## config.mk

```make
export PLATFORM = sky130hd
export DESIGN_NAME = muldiv_ctrl
export DESIGN_NICKNAME = d
export VERILOG_FILES = /design/src/rtl/muldiv_ctrl.sv
export SDC_FILE = /design/constraint.sdc
export NUM_CORES = 1
export LEC_CHECK = 0
export ABC_AREA = 1
export BUFFER_PORTS_ARGS = -buffer_cell sky130_fd_sc_hd__buf_4
export CORE_AREA = 2 2 141 143
export DETAILED_ROUTE_END_ITERATION = 8
export DIE_AREA = 0 0 143 145
export GPL_TIMING_DRIVEN = 0
export MAX_ROUTING_LAYER = met4
export PLACE_DENSITY = 0.66
export SYNTH_ARGS = -nofsm -noshare
export SYNTH_HDL_FRONTEND = slang
export SYNTH_SLANG_ARGS = --single-unit
```

## constraint.sdc

```tcl
create_clock -name clk -period 2.7 [get_ports clk]
set_input_delay 0.27 -clock clk [delete_from_list [all_inputs] [get_ports clk]]
set_output_delay 0.27 -clock clk [all_outputs]
set_load 0.02 [all_outputs]
```

## src/rtl/muldiv_ctrl.sv

```systemverilog
// muldiv_ctrl: sequences one multiply or divide at a time through the external
// multi-cycle units and owns the architectural HI/LO registers. Handles
// divide-by-zero rejection, a watchdog on hung units, and mthi/mtlo writes.
module muldiv_ctrl #(
    parameter int W       = 32,
    parameter int TIMEOUT = 40
) (
    input  logic         clk,
    input  logic         reset,
    input  logic         op_valid,
    input  logic         op_sel,
    input  logic [W-1:0] op_a,
    input  logic [W-1:0] op_b,
    output logic         op_ready,
    output logic         stall,
    output logic         mul_start,
    output logic         div_start,
    output logic [W-1:0] unit_a,
    output logic [W-1:0] unit_b,
    input  logic         mul_busy,
    input  logic         div_busy,
    input  logic [W-1:0] mul_hi,
    input  logic [W-1:0] mul_lo,
    input  logic [W-1:0] div_hi,
    input  logic [W-1:0] div_lo,
    input  logic         wr_hi,
    input  logic         wr_lo,
    input  logic [W-1:0] wr_data,
    output logic [W-1:0] hi,
    output logic [W-1:0] lo,
    output logic         done,
    output logic         div_zero,
    output logic         err
);

    localparam int CW = $clog2(TIMEOUT + 1);

    typedef enum logic [1:0] {IDLE, LAUNCH, WAIT} state_t;

    state_t        state;
    logic          sel;
    logic [CW-1:0] wdog;
    logic          sel_busy;

    // Only the unit that was launched is watched; the other may be doing anything.
    assign sel_busy = sel ? div_busy : mul_busy;
    assign op_ready = (state == IDLE);
    assign stall    = (state != IDLE);

    // Sequencer: accept, launch pulse, wait for busy to drop or the watchdog to expire.
    always_ff @(posedge clk or negedge reset) begin
        if (!reset) begin
            state     <= IDLE;
            sel       <= 1'b0;
            wdog      <= '0;
            unit_a    <= '0;
            unit_b    <= '0;
            hi        <= '0;
            lo        <= '0;
            mul_start <= 1'b0;
            div_start <= 1'b0;
            done      <= 1'b0;
            div_zero  <= 1'b0;
            err       <= 1'b0;
        end else begin
            // Status and launch signals are single-cycle pulses by default.
            mul_start <= 1'b0;
            div_start <= 1'b0;
            done      <= 1'b0;
            div_zero  <= 1'b0;
            err       <= 1'b0;
            case (state)
                IDLE: begin
                    // Direct writes land now; a same-edge op overwrites them at commit.
                    if (wr_hi) hi <= wr_data;
                    if (wr_lo) lo <= wr_data;
                    if (op_valid) begin
                        if (op_sel && (op_b == '0)) begin
                            div_zero <= 1'b1;
                        end else begin
                            sel       <= op_sel;
                            unit_a    <= op_a;
                            unit_b    <= op_b;
                            // Registered here so the pulse lines up with the LAUNCH cycle.
                            mul_start <= ~op_sel;
                            div_start <= op_sel;
                            state     <= LAUNCH;
                        end
                    end
                end
                LAUNCH: begin
                    wdog  <= '0;
                    state <= WAIT;
                end
                WAIT: begin
                    // A falling busy wins over a watchdog expiring on the same edge.
                    if (!sel_busy) begin
                        hi    <= sel ? div_hi : mul_hi;
                        lo    <= sel ? div_lo : mul_lo;
                        done  <= 1'b1;
                        state <= IDLE;
                    end else if (wdog == CW'(TIMEOUT - 1)) begin
                        err   <= 1'b1;
                        state <= IDLE;
                    end else begin
                        wdog <= wdog + CW'(1);
                    end
                end
                default: state <= IDLE;
            endcase
        end
    end

endmodule

```

==> After elaboration in Yosys (flattened, before gate mapping) <==
Index checks and enable logic that the tools add are counted.
{ "classes": {"mux": 31, "add_sub_neg": 1, "reduce_logical": 11, "n_eq_ne": 11, "bitwise": 2} }
{ "ops": {"columns": ["operator", "n"], "rows": [
  ["32-bit two-way mux", 6],
  ["32-bit one-hot mux with 2 select lines", 2],
  ["32-bit zero test", 1],
  ["1-bit two-way mux", 15],
  ["3-bit AND reduction", 5],
  ["6-bit two-way mux", 2],
  ["6-bit one-hot mux with 2 select lines", 1],
  ["2-bit inequality test, second input constant", 5],
  ["2-bit two-way mux", 4],
  ["6-bit by 1-bit adder with 6-bit output, second input constant", 1],
  ["6-bit == test, second input constant", 1],
  ["2-bit one-hot mux with 3 select lines", 1],
  ["2-bit nonzero test", 3],
  ["2-bit by 1-bit inequality test with 1-bit output, second input constant", 2],
  ["3-bit inequality test, second input constant", 1],
  ["2-bit by 1-bit == test with 1-bit output, second input constant", 1],
  ["2-bit == test, second input constant", 1],
  ["2-bit zero test", 1],
  ["1-bit inverter", 2],
  ["1-bit logical AND", 1]
]} }
{ "totals": {"in_bits": 232, "wordCells": 68, "out_inout_bits": 135, "regBits": 142} }

==> Longest topological paths before layout <==
{ "depth": {"depth_word": 5, "ltp_mapped": 11, "depth_no_buf": 9} }

==> Worst setup path after synthesis <==
Ideal clock, no wire load.
{ "synth_timing": {"kind": "register to register", "from": "reg state[1]", "to": "reg unit_a[21]", "setup_ns": 0.066, "required_ns": 2.634, "period_less_slack_ns": 1.477, "t_arrival_ns": 1.411, "n_path_buf": 2, "path_slack_ns": 1.223, "path_stages_with_launch": 8, "cell_sequence": "dfrtp_1 -> nor2_2 -> nand2_1 -> inv_2 -> buf_2 -> buf_2 -> nand3_1 -> nand2_1"} }
{ "synth_via": {"elab_chain_cells": 2} }
{ "synth_lines": {"columns": ["item", "line", "rtl"], "rows": [
  ["from (decl)", "40", "state_t state;"],
  ["from (signal assigned)", "53", "state <= IDLE;"],
  ["from (signal assigned)", "87", "state <= LAUNCH;"],
  ["from (signal assigned)", "93", "state <= WAIT;"],
  ["2-bit zero test", null, null],
  ["via op_ready", "14", "output logic op_ready,"],
  ["3-bit AND reduction (no source line)", null, null],
  ["to (signal assigned)", "82", "unit_a <= op_a;"],
  ["to (decl)", "18", "output logic [W-1:0] unit_a,"]
]} }
The timed path passes the listed nets, and every way through them passes these cells.
A chain may end at the register's enable or synchronous reset.

==> Worst setup path in the final report <==
{ "layout_timing": {"from": "reg sel", "to": "reg hi[14]"} }
{ "layout_via": {"elab_chain_cells": 3, "elab_cells_between_ends": 6, "cone_classes": "1 x eq/ne; 4 x mux; 1 x reduce/logical"} }
{ "layout_lines": {"columns": ["item", "line", "rtl"], "rows": [
  ["from (decl)", "41", "logic sel;"],
  ["from (signal assigned)", "81", "sel <= op_sel;"],
  ["32-bit two-way mux or 1-bit two-way mux (tied branches)", "98, 46", null],
  ["32-bit two-way mux or 2-bit inequality test (tied branches)", null, null],
  ["32-bit one-hot mux with 2 select lines or 3-bit AND reduction (tied branches)", null, null],
  ["to (signal assigned)", "75", "if (wr_hi) hi <= wr_data;"],
  ["to (signal assigned)", "98", "hi <= sel ? div_hi : mul_hi;"],
  ["to (decl)", "29", "output logic [W-1:0] hi,"]
]} }
Parallel ways exist; a longest one is shown, timed or not. The select of a mux whose other input is x is not followed.

==> results.md <==
* Clock slew at reported path FFs at 0.06 ns
* Die ar. at 20700 µm²
* Initial antenna violation count at 3
* Crit path buf inv count at 4
* Detailed Route WL at 27100 µm
* Setup TNS at 0 ns
* Row count at 51
* Power per Cell Area at 1240 nW/µm²
* Detailed Routing Iterations Pass 1 at 7
* Mean area per synthesized cell at 8.21 µm²
* Delay-heaviest family, CP: buffers and inverters
* Final net count at 1458
* Simple-gate share of the synthesized area at 25.2%
* Port buffer count at 366
* WL/cell at 18.0 µm
* CTS tree: built
* Residual DRC count at 0
* Overall Global Routing Usage at 26.4%
* Hold Path Class: input port to flip-flop
* CTS Sinks at 142
* Post-Syn Area at 6880 µm²
* RSZ-0062 raised after global routing: false
* Via density at 4.88
* #FFs+latches synth at 142
* Crit path launch: sel
* Vias in the first global route at 7350
* Tot Pwr at 13.2 mW
* DR iter-0 viols at 350
* Fmax at 571 MHz
* Remaining Overflow, GRT at 0
* Initial Util at 35.8%
* Area occupied by multi-input gates at 2920 µm²
* Syn-to-layout area delta at 54.0%
* Pleak at 5.33 nW
* Finished Cell Area at 10600 µm²
* Crit path top cell by count: buf_2
* I/O pins at 367
* Fill cell count at 1890
* Placer Congestion at 0.917
* Reg area at 3550 µm²
* Critical Path AT at 2.09 ns
* Minimum clock period at 1.75 ns
* Status: complete, no violations
* Final Skew at 0.00807 ns
* Max-slew violations at 0
* CTS Buffer Depth at 2
* Syn_nets at 1071
* Die width at 143 µm
* Via count at 7354
* Slowest stage delay, CP at 0.42 ns
* CTS Buf Count at 17
* Worst-Margin Slew at 0.663 ns
* Netlist cell types at 23
* Final setup viols at 0
* Register area share after synthesis at 51.6%
* Slowest cell on the critical path: dfrtp_1
* First-pass GRT wire length at 40500 µm
* Compound-cell area share of the yosys netlist at 16.7%
* Share of layout cells above drive strength 1 at 37.2%
* Placed cell area at 9990 µm²
* Max-Cap Viols at 0
* CP Class: flip-flop to flip-flop
* Max FO, Critical Path at 10
* Pre-CTS WS at 0.925 ns
* Post-CTS Setup Bufs at 0
* Gate count of the mapped netlist at 838
* Startpoint Class: flip-flop
* H-tree levels at 4
* Root buffer cell: clkbuf_16
* CP cell instances: buf_4, inv_2, buf_2, buf_2, nor2_1, o21a_1, a21oi_1
* Setup WS post-layout at 0.949 ns
* Synth Area in Adders at 0.182%
* Final Hold Vio Count at 0
* DP HPWL at 20800 µm
* DIE HEIGHT at 145 µm
* Worst setup EP type: flip-flop
* Hold path startpoint: op_sel
* CP required at 3.04 ns
* Core Footprint at 19200 µm²
* Mux contribution to synthesized area at 0%
* Worst skew pair latency at 0.42 ns
* Yosys warning count at 0
* Final antenna-violating net count at 0
* Pin count of the biggest net entering global routing at 75
* Reg2reg start: sel
* Largest family of logic cells by synthesized area: simple AND/OR/NAND/NOR gates
* Rel. slew slack at 55.8%
* Post-Synth XOR/XNOR Area at 0.382%
* Tcrit/Tclk final at 64.8%
* Maximum vdd drop at 0.000563 V
==> synth_stat cells <==
library cell	instances	share of area, %
nand2_4	2	0.33
o21ai_0	59	4.3
ha_1	1	0.18
nand2_2	5	0.45
xor2_1	3	0.38
o22ai_1	1	0.091
o21a_1	64	7.0
nand4_1	1	0.091
clkbuf_1	12	0.65
a21oi_2	1	0.13
nand2_1	189	10
nor2_4	1	0.16
buf_6	13	2.1
a21oi_1	64	4.7
inv_1	6	0.33
dfrtp_1	142	52
nor2_1	158	8.6
inv_2	5	0.27
nor2_2	2	0.18
buf_4	5	0.55
buf_2	27	2.0
nand3_1	69	5.0
o21ai_1	8	0.58
==> layout by cell type, fill, tap and decap left out, types with 2 or more instances in the layout <==
master | synthesis | final
nand2_2 | 5 | 5
buf_6 | 13 | 14
nand3_1 | 69 | 69
nand2_1 | 189 | 189
xor2_1 | 3 | 3
buf_2 | 27 | 27
bufinv_16 | 0 | 2
o21ai_1 | 8 | 8
clkbuf_16 | 0 | 17
clkinv_2 | 0 | 2
clkinv_4 | 0 | 3
nand2_4 | 2 | 2
o21a_1 | 64 | 64
nor2_2 | 2 | 2
clkbuf_1 | 12 | 12
dfrtp_1 | 142 | 142
nor2_1 | 158 | 158
diode_2 | 0 | 3
o21ai_0 | 59 | 59
inv_2 | 5 | 5
inv_1 | 6 | 6
clkinvlp_4 | 0 | 4
inv_6 | 0 | 4
a21oi_1 | 64 | 64
buf_4 | 5 | 370
==> power breakdown <==
group / internal [mW] / switching [mW]
registers: 3.16 / 0.623
logic: 2.77 / 4.26
clock network: 1.37 / 0.995
total: 7.30 / 5.88
==> worst reg2reg max path: cells and delay by family (launching register included) <==
kind                   cells  cell delay, ns
buffers and inverters      4            0.83
flip-flops                 1            0.42
AND/OR/NAND/NOR            1            0.11
AO/OA/AOI/OAI              2            0.31
==> metal layers <==
metal  GRT usage (%)  vias to the layer above  routed length, µm
li1                -                     3529                  -
met2            43.6                      347              13400
met5               -                        -                  0
met4            9.01                        0                650
met1            31.2                     3441              10800
met3            6.70                       37               2350
==> stage by stage <==
step	std cells	utilization, %	hold WS, ns
2_1_floorplan	838	-	-0.0256
3_3_place_gp	1469	51.9	0.456
3_5_place_dp	1470	52.0	0.324
4_1_cts	1503	55.1	0.0325
5_1_grt	1506	55.2	0.0498
6_report	1506	55.2	0.0517
==> sequential cells by signal, summed over array words and instances, names as in the netlist <==
register	cells
err	1
unit_b	32
wdog	6
state	2
sel	1
unit_a	32
div_zero	1
done	1
hi	32
mul_start	1
lo	32
div_start	1
==> cell type report <==
class                   count  area share [%]
flip-flops and latches    142            33.5
multi-input cells         628            27.6
repair buffers            368            26.3
clock buffers              17            4.02
plain buffers              57            3.44
well taps                 265            3.13
clock inverters            15            1.52
inverters                  11           0.390
diodes                      3          0.0709
==> final timing paths <==
| path | slack, ns | depth (start not counted) | endpoint |
|---|---|---|---|
| max | 0.95 | 7 | hi[14] |
| min | 0.05 | 2 | mul_start |
| max reg2reg | 0.95 | 7 | hi[14] |
| min reg2reg | 0.47 | 2 | unit_b[2] |
| max in group asynchronous | 1.47 | 3 | hi[4] |
| min in group asynchronous | 0.42 | 2 | unit_a[29] |
==> cells by family after synthesis <==
group	Yosys count
AOI/OAI and AO/OA	197
xor gates and xnor gates	3
adders and majority gates	1
buffers and inverters	68
DFF	142
and+or+nand+nor	427
==> what timing repair did <==
action,4_1_cts,5_1_grt
endpoints found under the hold margin,68,0
hold buffers,1,0
gates resized for setup,0,0
Note: power is estimated with default switching activity, not from simulation.
